<file path="src/rtl/psum_pkg.sv">
// Shared defaults and state encoding for the partial-sum accumulator.
package psum_pkg;

  localparam int unsigned DefProdW = 16;
  localparam int unsigned DefAccW  = 24;
  localparam int unsigned DefOutW  = 8;
  localparam int unsigned DefLenW  = 8;
  localparam int unsigned ShiftW   = 5;

  // StAccum: collecting products; StHold: result presented on the output
  typedef enum logic [0:0] {
    StAccum = 1'b0,
    StHold  = 1'b1
  } psum_state_e;

endpackage

</file>
<file path="src/rtl/psum_requant.sv">
// Combinational requantiser: right shift followed by unsigned saturation.
module psum_requant
  import psum_pkg::*;
#(
  parameter int unsigned ACC_W = DefAccW,
  parameter int unsigned OUT_W = DefOutW
) (
  input  logic [ACC_W-1:0]  psum,
  input  logic [ShiftW-1:0] shift,
  output logic [OUT_W-1:0]  q
);

  localparam logic [ACC_W-1:0] QMax = {{(ACC_W-OUT_W){1'b0}}, {OUT_W{1'b1}}};

  logic [ACC_W-1:0] shifted;

  // Shift, then clamp to the largest representable activation
  always_comb begin
    shifted = psum >> shift;
    q       = (shifted > QMax) ? {OUT_W{1'b1}} : shifted[OUT_W-1:0];
  end

endmodule

</file>
<file path="src/rtl/psum_accumulator.sv">
// Windowed accumulator for PE products with valid/ready on both sides and a
// requantised copy of each window sum.
module psum_accumulator
  import psum_pkg::*;
#(
  parameter int unsigned PROD_W = DefProdW,
  parameter int unsigned ACC_W  = DefAccW,
  parameter int unsigned OUT_W  = DefOutW,
  parameter int unsigned LEN_W  = DefLenW
) (
  input  logic              clk,
  input  logic              rst_n,
  input  logic [PROD_W-1:0] product_in,
  input  logic              in_valid,
  output logic              in_ready,
  input  logic [LEN_W-1:0]  acc_len,
  input  logic [ShiftW-1:0] shift,
  input  logic              clear,
  output logic [ACC_W-1:0]  psum_out,
  output logic [OUT_W-1:0]  q_out,
  output logic              out_valid,
  input  logic              out_ready
);

  psum_state_e       state_q, state_d;
  logic [ACC_W-1:0]  acc_q, acc_d;
  logic [LEN_W-1:0]  cnt_q, cnt_d;
  logic [LEN_W-1:0]  len_q, len_d;
  logic [ShiftW-1:0] shift_q, shift_d;
  logic [ACC_W-1:0]  psum_q, psum_d;
  logic [OUT_W-1:0]  q_q, q_d;

  logic              first;
  logic              accept;
  logic              win_done;
  logic [LEN_W-1:0]  len_eff;
  logic [ShiftW-1:0] shift_eff;
  logic [ACC_W-1:0]  prod_ext;
  logic [ACC_W-1:0]  sum_next;
  logic [LEN_W-1:0]  cnt_next;
  logic [OUT_W-1:0]  q_next;

  // Datapath for the product offered this cycle; a product taken in HOLD
  // always opens a fresh window
  always_comb begin
    in_ready  = (state_q == StAccum) || ((state_q == StHold) && out_ready);
    accept    = in_valid && in_ready && !clear;
    first     = (state_q == StHold) || (cnt_q == '0);
    len_eff   = first ? ((acc_len == '0) ? LEN_W'(1) : acc_len) : len_q;
    shift_eff = first ? shift : shift_q;
    prod_ext  = {{(ACC_W-PROD_W){1'b0}}, product_in};
    sum_next  = first ? prod_ext : (acc_q + prod_ext);
    cnt_next  = first ? LEN_W'(1) : (cnt_q + LEN_W'(1));
    win_done  = (cnt_next == len_eff);
  end

  psum_requant #(
    .ACC_W (ACC_W),
    .OUT_W (OUT_W)
  ) u_requant (
    .psum  (sum_next),
    .shift (shift_eff),
    .q     (q_next)
  );

  // Next-state: clear wins, then drain, then product acceptance
  always_comb begin
    state_d = state_q;
    acc_d   = acc_q;
    cnt_d   = cnt_q;
    len_d   = len_q;
    shift_d = shift_q;
    psum_d  = psum_q;
    q_d     = q_q;
    if (clear) begin
      state_d = StAccum;
      acc_d   = '0;
      cnt_d   = '0;
      psum_d  = '0;
      q_d     = '0;
    end else begin
      unique case (state_q)
        StHold:  if (out_ready) state_d = StAccum;
        default: state_d = state_q;
      endcase
      if (accept) begin
        len_d   = len_eff;
        shift_d = shift_eff;
        acc_d   = sum_next;
        if (win_done) begin
          // cnt back to 0 so the next accepted product starts a new window
          state_d = StHold;
          cnt_d   = '0;
          psum_d  = sum_next;
          q_d     = q_next;
        end else begin
          cnt_d   = cnt_next;
        end
      end
    end
  end

  // State and datapath registers, synchronous active-low reset
  always_ff @(posedge clk) begin
    if (!rst_n) begin
      state_q <= StAccum;
      acc_q   <= '0;
      cnt_q   <= '0;
      len_q   <= '0;
      shift_q <= '0;
      psum_q  <= '0;
      q_q     <= '0;
    end else begin
      state_q <= state_d;
      acc_q   <= acc_d;
      cnt_q   <= cnt_d;
      len_q   <= len_d;
      shift_q <= shift_d;
      psum_q  <= psum_d;
      q_q     <= q_d;
    end
  end

  // Result is registered so it stays put while the consumer stalls
  always_comb begin
    out_valid = (state_q == StHold);
    psum_out  = psum_q;
    q_out     = q_q;
  end

endmodule

</file>
<file path="config.mk">
export PLATFORM = sky130hd
export DESIGN_NAME = psum_accumulator
export DESIGN_NICKNAME = d
export VERILOG_FILES = /design/src/rtl/psum_pkg.sv /design/src/rtl/psum_requant.sv /design/src/rtl/psum_accumulator.sv
export SDC_FILE = /design/constraint.sdc
export NUM_CORES = 1
export LEC_CHECK = 0
export ABC_AREA = 0
export CELL_PAD_IN_SITES_DETAIL_PLACEMENT = 0
export CELL_PAD_IN_SITES_GLOBAL_PLACEMENT = 1
export CORE_ASPECT_RATIO = 1.5
export CORE_MARGIN = 2
export CORE_UTILIZATION = 47
export CTS_BUF_LIST = sky130_fd_sc_hd__clkbuf_4 sky130_fd_sc_hd__clkbuf_8
export CTS_CLUSTER_DIAMETER = 120
export CTS_CLUSTER_SIZE = 12
export DETAILED_ROUTE_END_ITERATION = 8
export PLACE_DENSITY = 0.93
export SLEW_MARGIN = 10
export SYNTH_ARGS = -nofsm -noshare
export SYNTH_HDL_FRONTEND = slang
export SYNTH_HIERARCHICAL = 1
export SYNTH_SLANG_ARGS = --single-unit
</file>
<file path="constraint.sdc">
create_clock -name clk -period 13.8 [get_ports clk]
set_input_delay 2.76 -clock clk [delete_from_list [all_inputs] [get_ports clk]]
set_output_delay 2.76 -clock clk [all_outputs]
set_load 0.1 [all_outputs]
</file>
After elaboration in Yosys (flattened, before gate mapping)
Index checks and enable logic that the tools add are counted.

operators by class
  $add $sub $neg = 2
  multipliers = 0
  div/mod/pow operators = 0
  $lt $le $gt $ge = 1
  eq/ne operators = 1
  shift-type cells = 1
  multiplexer cells = 11
  bitwise logic cells = 3
  reduce and logical (&&, ||, !) cells = 11

operator list
  kind                                                                    number
  8-bit 2-to-1 mux                                                        5
  24-bit by 16-bit adder with 24-bit output                               1
  24-bit by 8-bit > comparator with 1-bit output (second input constant)  1
  24-bit 2-to-1 mux                                                       1
  24-bit by 5-bit right shift with 24-bit output                          1
  8-bit zero test                                                         2
  8-bit by 1-bit adder with 8-bit output (second input constant)          1
  8-bit == test                                                           1
  5-bit 2-to-1 mux                                                        1
  1-bit 2-to-1 mux                                                        4
  2-bit AND reduction                                                     2
  1-bit logical AND                                                       3
  1-bit NOT                                                               3
  1-bit logical OR                                                        2
  2-bit OR reduction                                                      1
  1-bit zero test                                                         1

storage, ports and cells
  flip-flop bits (word level) = 78
  latch bits = 0
  bits in writable memories = 0
  memory bits (read-only) = 0
  bits of input ports = 34
  output and inout port bits = 34
  memories kept = 0

Longest topological paths before layout
Gate-level depths: netlist of run 1.

  depth after elaboration = 6
  depth in mapped cells = 21
  gate-level depth less buffers = 18

Hierarchy
Netlist of run 1, hierarchy kept.

by module, submodules not included
  module            instances  cells each  area an instance (um2)  seq. area each (um2)
  psum_accumulator  1          591         4631.9                  1561.5
  psum_requant      1          141         1262.5                  0.0

Worst setup path after synthesis of run 1
Ideal clock, no wire load.

  path kind = input to output
  from = input out_ready
  to = output in_ready
  arrival time = 3.550 ns
  setup slack = 7.490 ns
  cell stages on the path = 1
  path buffers = 0
  cells stage by stage = nand2b_1

on the way
  cells in the longest elaborated chain, start to end = 2

RTL lines
  what               line                    text
  from (decl)        psum_accumulator.sv:22  input logic out_ready
  1-bit logical AND  psum_accumulator.sv:46  in_ready = (state_q == StAccum) || ((state_q == StHold) && out_ready);
  1-bit logical OR   psum_accumulator.sv:46
  to (decl)          psum_accumulator.sv:15  output logic in_ready,

Every way passes these cells.

Worst setup path in the final report of run 1
Same ends and word-level chain as after synthesis.

==> results of run 1 <==
[power by group]
group          internal, mW  switching, mW
clock network         0.101         0.0924
logic                0.0528         0.0725
registers             0.229        0.00285
[per-stage QoR]
stage	hold slack (ns)	worst slack, ns	cell area, um^2	instances	power (mW)
CTS	0.469	6.53	6810	933	0.551
floorplan	0.440	7.49	5890	732	0.327
detailed placement	0.453	6.41	6600	918	0.361
global route	0.490	6.36	6810	933	0.572
global placement	0.451	6.46	6600	918	0.359
finish	0.470	6.53	6810	933	0.551
[worst max-delay path by stage]
stage	start	to	slack, ns	cells after the start
floorplan	out_ready	in_ready	7.49	1
global placement	product_in[10]	q_out[7]	6.46	16
detailed placement	product_in[4]	q_out[7]	6.41	17
CTS	out_ready	in_ready	6.53	3
global route	product_in[10]	q_out[0]	6.36	16
finish	out_ready	in_ready	6.53	3
[final cells by class]
cell class                      count  area [um^2]  area share [%]
Clock buffer                        9          124            1.82
Clock inverter                      6         87.6            1.29
Inverter                           22         82.6            1.21
Multi-Input combinational cell    582         3990            58.6
Sequential cell                    78         1560            22.9
Tap cell                          156          195            2.87
Timing Repair Buffer               80          768            11.3
[registers in the layout, summed over array words and instances, names as in the netlist]
signal and count:
psum_out 24, q_out 8, len_q 8, shift_q 5
out_valid 1, cnt_q 8, acc_q 24
[metal layers]
metal | global-route usage (%) | vias up
met1 | 29.8 | 2823
met3 | 3.10 | 32
met2 | 45.5 | 195
li1 | - | 2790
met4 | 10.2 | 0
met5 | 0 | -
[synth_stat cells (4+ instances only)]
library cell | count | area share, %
nand2_1 | 96 | 6.1
dfxtp_1 | 78 | 26
nor2_1 | 70 | 4.5
o21ai_0 | 43 | 3.7
a21oi_1 | 32 | 2.7
nand3_1 | 26 | 2.2
mux2i_1 | 23 | 3.9
mux4_2 | 23 | 8.8
clkbuf_1 | 22 | 1.4
nor3_1 | 22 | 1.9
inv_1 | 21 | 1.3
ha_1 | 18 | 3.8
a21boi_0 | 17 | 2.2
buf_2 | 13 | 1.1
a21o_1 | 11 | 1.4
nand4_1 | 11 | 1.2
nor4_1 | 11 | 1.2
xnor2_1 | 11 | 1.6
a211oi_1 | 10 | 1.3
nand2b_1 | 10 | 1.1
nor2b_1 | 10 | 1.1
o211ai_1 | 10 | 1.3
xor2_1 | 10 | 1.5
a22oi_1 | 8 | 1.0
a31oi_1 | 8 | 0.85
and3_1 | 8 | 0.85
buf_4 | 8 | 1.0
o22ai_1 | 8 | 0.85
o31ai_1 | 8 | 1.0
a211o_1 | 5 | 0.74
buf_6 | 5 | 0.96
o21ai_1 | 4 | 0.34
or3_1 | 4 | 0.42
or4_1 | 4 | 0.51
[tightest hold or removal path, delay by kind of cell (launching register included)]
kind | cells | cell delay, ns
flops | 1 | 0.32
simple gates | 1 | 0.05
compound gates | 1 | 0.05
[cells in the final DEF, fill, tap and decap left out, types with 11 or more instances in the layout]
cell / netlist / routed
a21boi_0: 17 / 17
a21o_1: 11 / 11
a21oi_1: 32 / 31
buf_4: 8 / 13
clkdlybuf4s50_1: 0 / 67
dfxtp_1: 78 / 78
ha_1: 18 / 18
inv_1: 21 / 21
mux2i_1: 23 / 23
mux4_2: 23 / 23
nand2_1: 96 / 96
nand3_1: 26 / 26
nand4_1: 11 / 11
nor2_1: 70 / 70
nor3_1: 22 / 22
nor4_1: 11 / 11
o21ai_0: 43 / 43
xnor2_1: 11 / 11
[cell families (layout without fill, tap and decap cells)]
group / after synthesis / in the layout / synth area share (%)
buf+inv: 72 / 117 / 6.01
flops: 78 / 78 / 26.5
simple gates: 292 / 292 / 23.9
compound gates: 202 / 202 / 23.3
fa+ha+maj: 19 / 19 / 4.16
xor+xnor: 21 / 21 / 3.12
mux: 48 / 48 / 13.1
==> key figures, run 1 <==
CTS
  • Maximum root-to-sink buffer count: 2
  • H-tree lvl count: 3
  • Setup Buffers After CTS: 0
  • Clock slew at reported path FFs: approximately 0.080 ns
  • Clk_lat worst skew: roughly 0.37 ns
  • Post-CTS Hold Buffers: 0
  • Cts bufs inserted: 9
  • Root buf cell: clkbuf_8
  • CTS tree: built
  • Post_cts resized: 0
  • Clk sinks: roughly 80

Synth
  • Cell variety after synth: 72
  • Cells after Synth: between 700 and 800
  • Post-synth EDFFs: 0
  • Cell Area, Synth: between 5000 and 6000 um^2
  • Ys flop type: dfxtp_1
  • Yosys reg bits: a little under 80
  • Avg Synthesized Cell Area: a little over 8 um^2
  • Ys async rst share: 0%
  • Syn nets: between 700 and 800
  • Syn. warnings: 6
  • Seq/Total Area, Yosys: between 20% and 30%

Routing
  • Drt pass-1 iters: 5
  • DRC Markers: 0
  • DR vias: 5840
  • Met3 wire len: ~760 um
  • Top Layer Used: met4
  • Wl on met1: 6.79 mm
  • Drt wl/cell: 18.1 um
  • Initial DRC count: between 400 and 500
  • DRT antenna net count: 0
  • Met2 WL: 8.89 mm
  • Routed WL: approximately 17 mm
  • Via density: between 6 and 7

Pwr
  • VDD IR max: about 0.048 mV
  • PD cells: 80.8 nW/um^2
  • Leakage power: 2.50 nW

STA
  • Setup TNS: 0 ns
  • Fmax: 0.138 GHz
  • Final setup fails: 0
  • RSZ-0062 raised after global routing: false
  • Worst Skew: between 0.01 and 0.015 ns
  • Final worst-path cycle share: between 50% and 60%
  • Min Tclk post-route: just over 7 ns
  • Final hold viol count: 0
  • Slew headroom: 29.9%
  • Worst-margin pin slew: between 1 and 1.5 ns
  • Slew Limit Fails: 0

Die
  • Ports: between 60 and 70
  • Die X: around 95 um
  • Die area: ~13000 um^2
  • Site Rows: 50
  • Die height: ~140 um
  • Initial Util: a little under half
  • Core area: 12400 um^2

Critical path
  • Crit path capture type: output port
  • Startpoint types: input port
  • WP data arrival: roughly 4.5 ns
  • CP max stage delay: 1.15 ns
  • WP buf/inv: 2
  • RR Startpoint: cnt_q[0]
  • Worst reg-to-reg setup slack: ~9 ns
  • Crit path max fanout: 4
  • Worst path most repeated cell: clkdlybuf4s50_1
  • Worst Setup Path Type: input port to output port
  • Worst r2r dst: q_out[7]
  • Slowest stage cell, crit path: clkdlybuf4s50_1
  • Worst reg2reg path depth: 17
  • Cell Chain, Critical Path: clkdlybuf4s50_1 > nand2b_1 > clkdlybuf4s50_1
  • CP required: ~11 ns
  • CP top delay family: buffers and inverters

Status
  • Outcome: finished clean

Min path
  • Hold WC Path Type: register to register
  • Hold_sp: acc_q[9]
  • Hold Crit Depth: 2
  • Hold Path End: acc_q[9]

Global route
  • First-pass GRT wire length: 27.2 mm
  • Vias in the first global route: around 5.5k
  • GRT Overall Usage: around 25%
  • Initial antenna violation count: 0
  • Largest net degree at the start of global routing: 60
  • Global route overflow: 0

Run
  • Max Cap Viol: 0

Place
  • Gpl congestion: approximately 0.97
  • IO Port Bufs: 67
  • HPWL after DPL: approximately 12 mm

Layout
  • N_diodes: 0
  • Layout area overhead: 15.6%
  • Layout Utilization: 55.0%
  • Fillers: approximately 1.2k
  • Layout cells sized above 1: between 8 and 9%
  • Layout Nets: 826
Power figures use the tool's default switching activity.
==> run 2, diff against run 1 <==
Settings changed: CORE_UTILIZATION 47 to 44, PLACE_DENSITY 0.93 to 0.88.
Clock period 13.8 ns to 7.3 ns, I/O delays scaled along.
==> run 2 against run 1 <==
- worst setup slack got worse by 5.1 ns
- critical path depth rose by 13
- die area rose by 6.6%
- hold slack lost 0.0069 ns
- power increased by 85%
- sequential cell count did not move
- wire length shrank 0.86%
- critical endpoint is now q_out[7]
- design area rose by 0.11%
- sequential power rose by 89%
- core utilization shrank 2.6 points
==> key figures, run 2 (same netlist as run 1, synthesis figures left out) <==
Die
  • Site Rows: 51 (+2.0%)
  • Die height: 146 um (+3.3%)
  • Ports: 68 (unchanged)
  • Die X: 98.5 um (+3.2%)
  • Initial Util: 45.3% (-2.3 points)
  • Die area: 14400 um^2 (+6.6%)
  • Core area: 13000 um^2 (+5.1%)

CTS
  • Clk_lat worst skew: 0.37 ns (about the same)
  • Post_cts resized: 0 (unchanged)
  • CTS tree: built
  • Root buf cell: clkbuf_8
  • Setup Buffers After CTS: 0 (unchanged)
  • Post-CTS Hold Buffers: 0 (unchanged)
  • Clock slew at reported path FFs: 0.09 ns (about the same)
  • H-tree lvl count: 3 (unchanged)
  • Clk sinks: 78 (unchanged)
  • Cts bufs inserted: 9 (unchanged)
  • Maximum root-to-sink buffer count: 2 (unchanged)

Layout
  • Layout area overhead: 15.7%
  • Most common cell after layout, fill and taps aside: nand2_1
  • Layout Utilization: 52.4% (-2.6 points)
  • Leading cell types in the layout, fill and taps excluded: nand2_1, dfxtp_1, nor2_1
  • Layout cells sized above 1: 8.86% (+0.23 points)
  • Fillers: 1284 (+8.4%)
  • Layout Nets: 827 (+0.12%)
  • N_diodes: 0 (unchanged)
  • Non-Filler Instances: 938 (+0.54%)

Critical path
  • Crit path capture type: register
  • Worst r2r dst: q_out[7]
  • RR Startpoint: cnt_q[0]
  • Crit path max fanout: 7 (+3)
  • Worst reg-to-reg setup slack: 2.25 ns (-6.54 ns)
  • Worst reg2reg path depth: 16 (-1)
  • Startpoint types: input port
  • WP data arrival: 6.12 ns (+1.61 ns)
  • CP required: 7.53 ns (-3.51 ns)
  • Worst Setup Path Type: input port to register

Place
  • Gpl congestion: 0.880 (-9.1%)
  • IO Port Bufs: 67 (unchanged)
  • Placed Cells: 922 (+0.44%)
  • HPWL after DPL: 12.3 mm (+1.3%)

Global route
  • Largest net degree at the start of global routing: 35 (-42%)
  • Vias in the first global route: 5604 (+2.0%)
  • GRT Overall Usage: 23.1% (-2.2 points)
  • First-pass GRT wire length: 27.1 mm (-0.25%)
  • Initial antenna violation count: 0 (unchanged)
  • Global route overflow: 0 (unchanged)

Pwr
  • PnR Total Power: 1.02 mW (+85%)
  • PD cells: 149 nW/um^2 (+85%)
  • VDD IR max: 0.0702 mV (+46%)
  • Leakage power: 2.50 nW (-0.36%)

Routing
  • DRT antenna net count: 0 (unchanged)
  • Via density: 6.19 (-1.1%)
  • Initial DRC count: 383 (-11%)
  • Drt pass-1 iters: 7 (+2)
  • DRC Markers: 0 (unchanged)
  • Drt wl/cell: 17.9 um (-1.4%)
  • DR vias: 5809 (-0.53%)
  • Routed WL: 16.7 mm (-0.86%)

Run
  • Max Cap Viol: 0 (unchanged)

STA
  • Worst Skew: 0.00824 ns (-0.00226 ns)
  • Setup TNS: 0 ns (unchanged)
  • Worst-margin pin slew: 0.994 ns (-0.0573 ns)
  • Hold slack: 0.463 ns (-0.00693 ns)
  • Min Tclk post-route: approximately 5.9 ns
  • Final setup fails: 0 (unchanged)
  • Slew Limit Fails: 0 (unchanged)
  • Fmax: between 0.15 and 0.2 GHz
  • RSZ-0062 raised after global routing: false
  • Slew headroom: 33.5% (+3.6 points)
  • Final hold viol count: 0 (unchanged)
  • Final worst-path cycle share: approximately 80%

Min path
  • Hold WC Path Type: register to register
  • Hold Path End: acc_q[13]
  • Hold_sp: acc_q[13]
  • Hold Crit Depth: 2 (unchanged)

Status
  • Outcome: finished clean
-- run 2: area by class of cell --
cell class / count / area, um^2 / area share (%)
timing repair buffer: 81 / 776 / 11.4
multi-input combinational: 582 / 3990 / 58.6
inverter: 22 / 82.6 / 1.21
sequential: 78 / 1560 / 22.9
clock inverter: 6 / 70.1 / 1.03
clock buffer: 10 / 138 / 2.02
tap: 159 / 199 / 2.92
-- run 2: critical path: stages --
cell             delay (ns)
clkdlybuf4s50_1        0.44
ha_1                   0.35
a21o_1                 0.23
a21o_1                 0.20
nor3_1                 0.56
a211oi_1               0.17
a211oi_1               0.63
inv_1                  0.24
mux4_2                 0.55
nor4_1                 0.31
nand2_1                0.10
a21oi_2                0.24
nor2_1                 0.10
o32a_1                 0.36
mux2i_1                0.13
nor2_1                 0.05
-- run 2: per-layer routing --
| layer | GRT usage, % | share of wire (%) | vias up |
|---|---|---|---|
| met4 | 9.59 | 3.3 | 0 |
| li1 | - | - | 2790 |
| met1 | 26.1 | 40 | 2791 |
| met2 | 42.6 | 52 | 189 |
| met5 | 0 | 0 | - |
| met3 | 3.27 | 4.1 | 39 |
-- run 2: through the flow --
| stage | cell area, um^2 | setup WS [ns] |
|---|---|---|
| global route | 6820 | 1.12 |
| floorplan | 5890 | 2.37 |
| finish | 6820 | 1.41 |
| global placement | 6610 | 1.21 |
| detailed placement | 6610 | 1.18 |
| CTS | 6820 | 1.54 |
-- run 2: worst max path at each step --
stage / start / slack, ns / end / cells past startpoint
after floorplan: product_in[10] / 2.37 / q_out[5] / 14
after global placement: product_in[10] / 1.21 / q_out[7] / 16
after detailed placement: product_in[10] / 1.18 / q_out[7] / 16
after CTS: product_in[10] / 1.54 / q_out[7] / 16
after global routing: product_in[10] / 1.12 / q_out[7] / 16
final: product_in[10] / 1.41 / q_out[7] / 16
-- run 2: where the power goes --
group	internal (mW)	total, mW	switching (mW)
clock	0.169	0.345	0.176
combinational	0.100	0.236	0.136
sequential	0.433	0.438	0.00528
==> run 3, diff against run 2 <==
Settings changed: CORE_UTILIZATION 44 to 40, PLACE_DENSITY 0.88 to 0.85.
Clock period 7.3 ns to 5.2 ns, I/O delays scaled along.
==> run 3 against run 2 <==
- wire length is 4.3% higher
- non-clock buffer count is 56 higher
- final cell count is 9.9% higher
- power is 44% higher
- via count is 3.9% higher
- design area is 7.1% higher
- hold slack better by 0.0099 ns
- global-route usage is 0.37 points lower
- core utilization is 1.9 points lower
==> key figures, run 3 (same netlist as run 1, synthesis figures left out) <==
CTS
  • Cts bufs inserted: 9 (unchanged)
  • H-tree lvl count: 3 (unchanged)
  • Root buf cell: clkbuf_8
  • Maximum root-to-sink buffer count: 2 (unchanged)
  • CTS tree: built
  • Clk_lat worst skew: 0.37 ns (about the same)
  • Clk sinks: 78 (unchanged)
  • Clock slew at reported path FFs: 0.10 ns (about the same)

Die
  • Die height: 153 um (+4.7%)
  • Die area: 15700 um^2 (+9.6%)
  • Die X: 103 um (+4.7%)
  • Core area: 14500 um^2 (+11%)
  • Ports: 68 (unchanged)
  • Site Rows: 54 (+5.9%)
  • Initial Util: 40.8% (-4.5 points)

Global route
  • GRT Overall Usage: 22.7% (-0.37 points)
  • Largest net degree at the start of global routing: 41 (+17%)
  • Vias in the first global route: 5956 (+6.3%)
  • First-pass GRT wire length: 28.9 mm (+6.5%)
  • Global route overflow: 0 (unchanged)
  • Initial antenna violation count: 0 (unchanged)

Critical path
  • Worst reg2reg path depth: 18 (+2)
  • Critical Path Start: product_in[4]
  • Crit path capture type: register
  • WP data arrival: 5.12 ns (-1.00 ns)
  • Worst Setup EP: q_out[7]
  • Startpoint types: input port
  • CP required: 5.42 ns (-2.11 ns)
  • Worst r2r dst: q_out[7]
  • RR Startpoint: cnt_q[0]
  • Worst Setup Path Type: input port to register
  • Worst reg-to-reg setup slack: 0.65 ns (-1.60 ns)
  • Crit path max fanout: 5 (-2)

Routing
  • Met2 WL: 9.36 mm (+6.9%)
  • Wl on met1: 7.20 mm (+6.6%)
  • Top Layer Used: met4
  • DRT antenna net count: 0 (unchanged)
  • Via density: 5.85 (-5.5%)
  • Routed WL: 17.5 mm (+4.3%)
  • Initial DRC count: 374 (-2.3%)
  • DR vias: 6033 (+3.9%)
  • Drt wl/cell: 16.9 um (-5.1%)
  • Drt pass-1 iters: 5 (-2)
  • Met3 wire len: 595 um (-13%)
  • DRC Markers: 0 (unchanged)

Pwr
  • VDD IR max: 0.0968 mV (+38%)
  • Power share of the clock group: 33.4% (-0.4 points)
  • Pint: 1.00 mW (+42%)
  • Sequential power share: 41.9% (-1.1 points)
  • Leakage power: 2.78 nW (+11%)
  • Combinational Power Share: 24.7% (+1.6 points)
  • Switching Share: 32.0% (+0.93 points)
  • PD cells: 201 nW/um^2 (+35%)
  • Psw: 0.471 mW (+49%)
  • PnR Total Power: 1.47 mW (+44%)

Layout
  • Leading cell types in the layout, fill and taps excluded: nand2_1, dfxtp_1, nor2_1
  • Multi-input logic area: 3990 um^2 (unchanged)
  • N_diodes: 0 (unchanged)
  • Most common cell after layout, fill and taps aside: nand2_1
  • Layout Nets: 883 (+6.8%)
  • Non-Filler Instances: 1031 (+9.9%)
  • Register area: 1560 um^2 (unchanged)
  • Layout cells sized above 1: 15.0% (+6.1 points)
  • Layout area overhead: 23.9%
  • Fillers: 1419 (+11%)

Min path
  • Hold WC Path Type: register to register

Place
  • HPWL after DPL: 13.0 mm (+5.1%)
  • Gpl congestion: 0.948 (+7.7%)
  • Placed Cells: 1013 (+9.9%)
  • IO Port Bufs: 67 (unchanged)

Run
  • Max Cap Viol: 0 (unchanged)

STA
  • Fmax: around 0.20 GHz
  • Slew headroom: 32.3% (-1.3 points)
  • Final setup fails: 0 (unchanged)
  • Min Tclk post-route: approximately 4.9 ns
  • Final worst-path cycle share: a little over nine tenths
  • Worst-margin pin slew: 1.02 ns (+0.0220 ns)
  • Worst Skew: 0.0125 ns (+0.00428 ns)
  • Final hold viol count: 0 (unchanged)
  • RSZ-0062 raised after global routing: false
  • Slew Limit Fails: 0 (unchanged)

Status
  • Outcome: finished clean
run 3: cell count changes in the layout (fill, tap and decap cells not counted):
cell        delta
inv_6          +3
clkinv_2       +1
clkinvlp_4     -2
buf_4         +54
clkbuf_8       -1
buf_12         +2
clkinv_4       -1
run 3: timing repair:
action                                  in CTS  in global routing
endpoints found under the setup margin       0                  2
buffers inserted                             0                  2
hold buffers                                 0                  0
gates resized for setup                      0                  0
run 3: cell type report:
class | count | share of cell area [%]
clock buffers | 9 | 1.70
clock inverters | 7 | 1.06
inverters | 22 | 1.13
multi-input cells | 582 | 54.7
flip-flops and latches | 78 | 21.4
well taps | 196 | 3.36
repair buffers | 137 | 16.7
run 3: worst max-delay path, stage by stage:
cell and delay, ns:
clkdlybuf4s50_1 0.44, ha_1 0.34, a21o_1 0.18, a31oi_1 0.22, a21oi_2 0.11, o21ai_2 0.27, buf_12 0.15, a211oi_1 0.06
a211oi_1 0.27, buf_4 0.17, inv_1 0.08, mux4_2 0.50, nor4_1 0.30, nand2_1 0.10, a21oi_2 0.22, nor2_1 0.11
o32a_1 0.34, mux2i_1 0.13, nor2_1 0.06
run 3: power by group through the flow:
stage	clock network, mW	logic (mW)	registers (mW)
5_1_grt	0.525	0.396	0.618
3_3_place_gp	0	0.353	0.629
3_5_place_dp	0	0.358	0.630
4_1_cts	0.503	0.360	0.616
2_1_floorplan	0	0.238	0.629
6_report	0.492	0.363	0.616
run 3: stage by stage:
step	hold WS, ns	setup TNS (ns)	utilization (%)	worst slack (ns)	instance area, um^2
after floorplan	0.440	0	-	0.693	5890
after global placement	0.450	0	49.0	0.00293	7090
after detailed placement	0.462	-0.489	49.0	-0.112	7090
after CTS	0.474	0	50.4	0.274	7290
after global routing	0.504	0	50.5	0.0178	7300
final	0.473	0	50.5	0.301	7300
run 3: per-layer routing:
layer	up-vias	GRT usage, %
met5	-	0
met4	0	7.39
met3	23	3.21
met2	148	41.4
met1	2949	26.4
li1	2913	-
run 3: worst min-delay path by stage:
stage	from	end	slack, ns	cells after the start
after detailed placement	acc_q[13]	acc_q[13]	0.46	2
after floorplan	acc_q[13]	acc_q[13]	0.44	2
final	acc_q[13]	acc_q[13]	0.47	2
after CTS	acc_q[13]	acc_q[13]	0.47	2
after global routing	shift_q[0]	shift_q[0]	0.50	2
after global placement	acc_q[9]	acc_q[9]	0.45	2
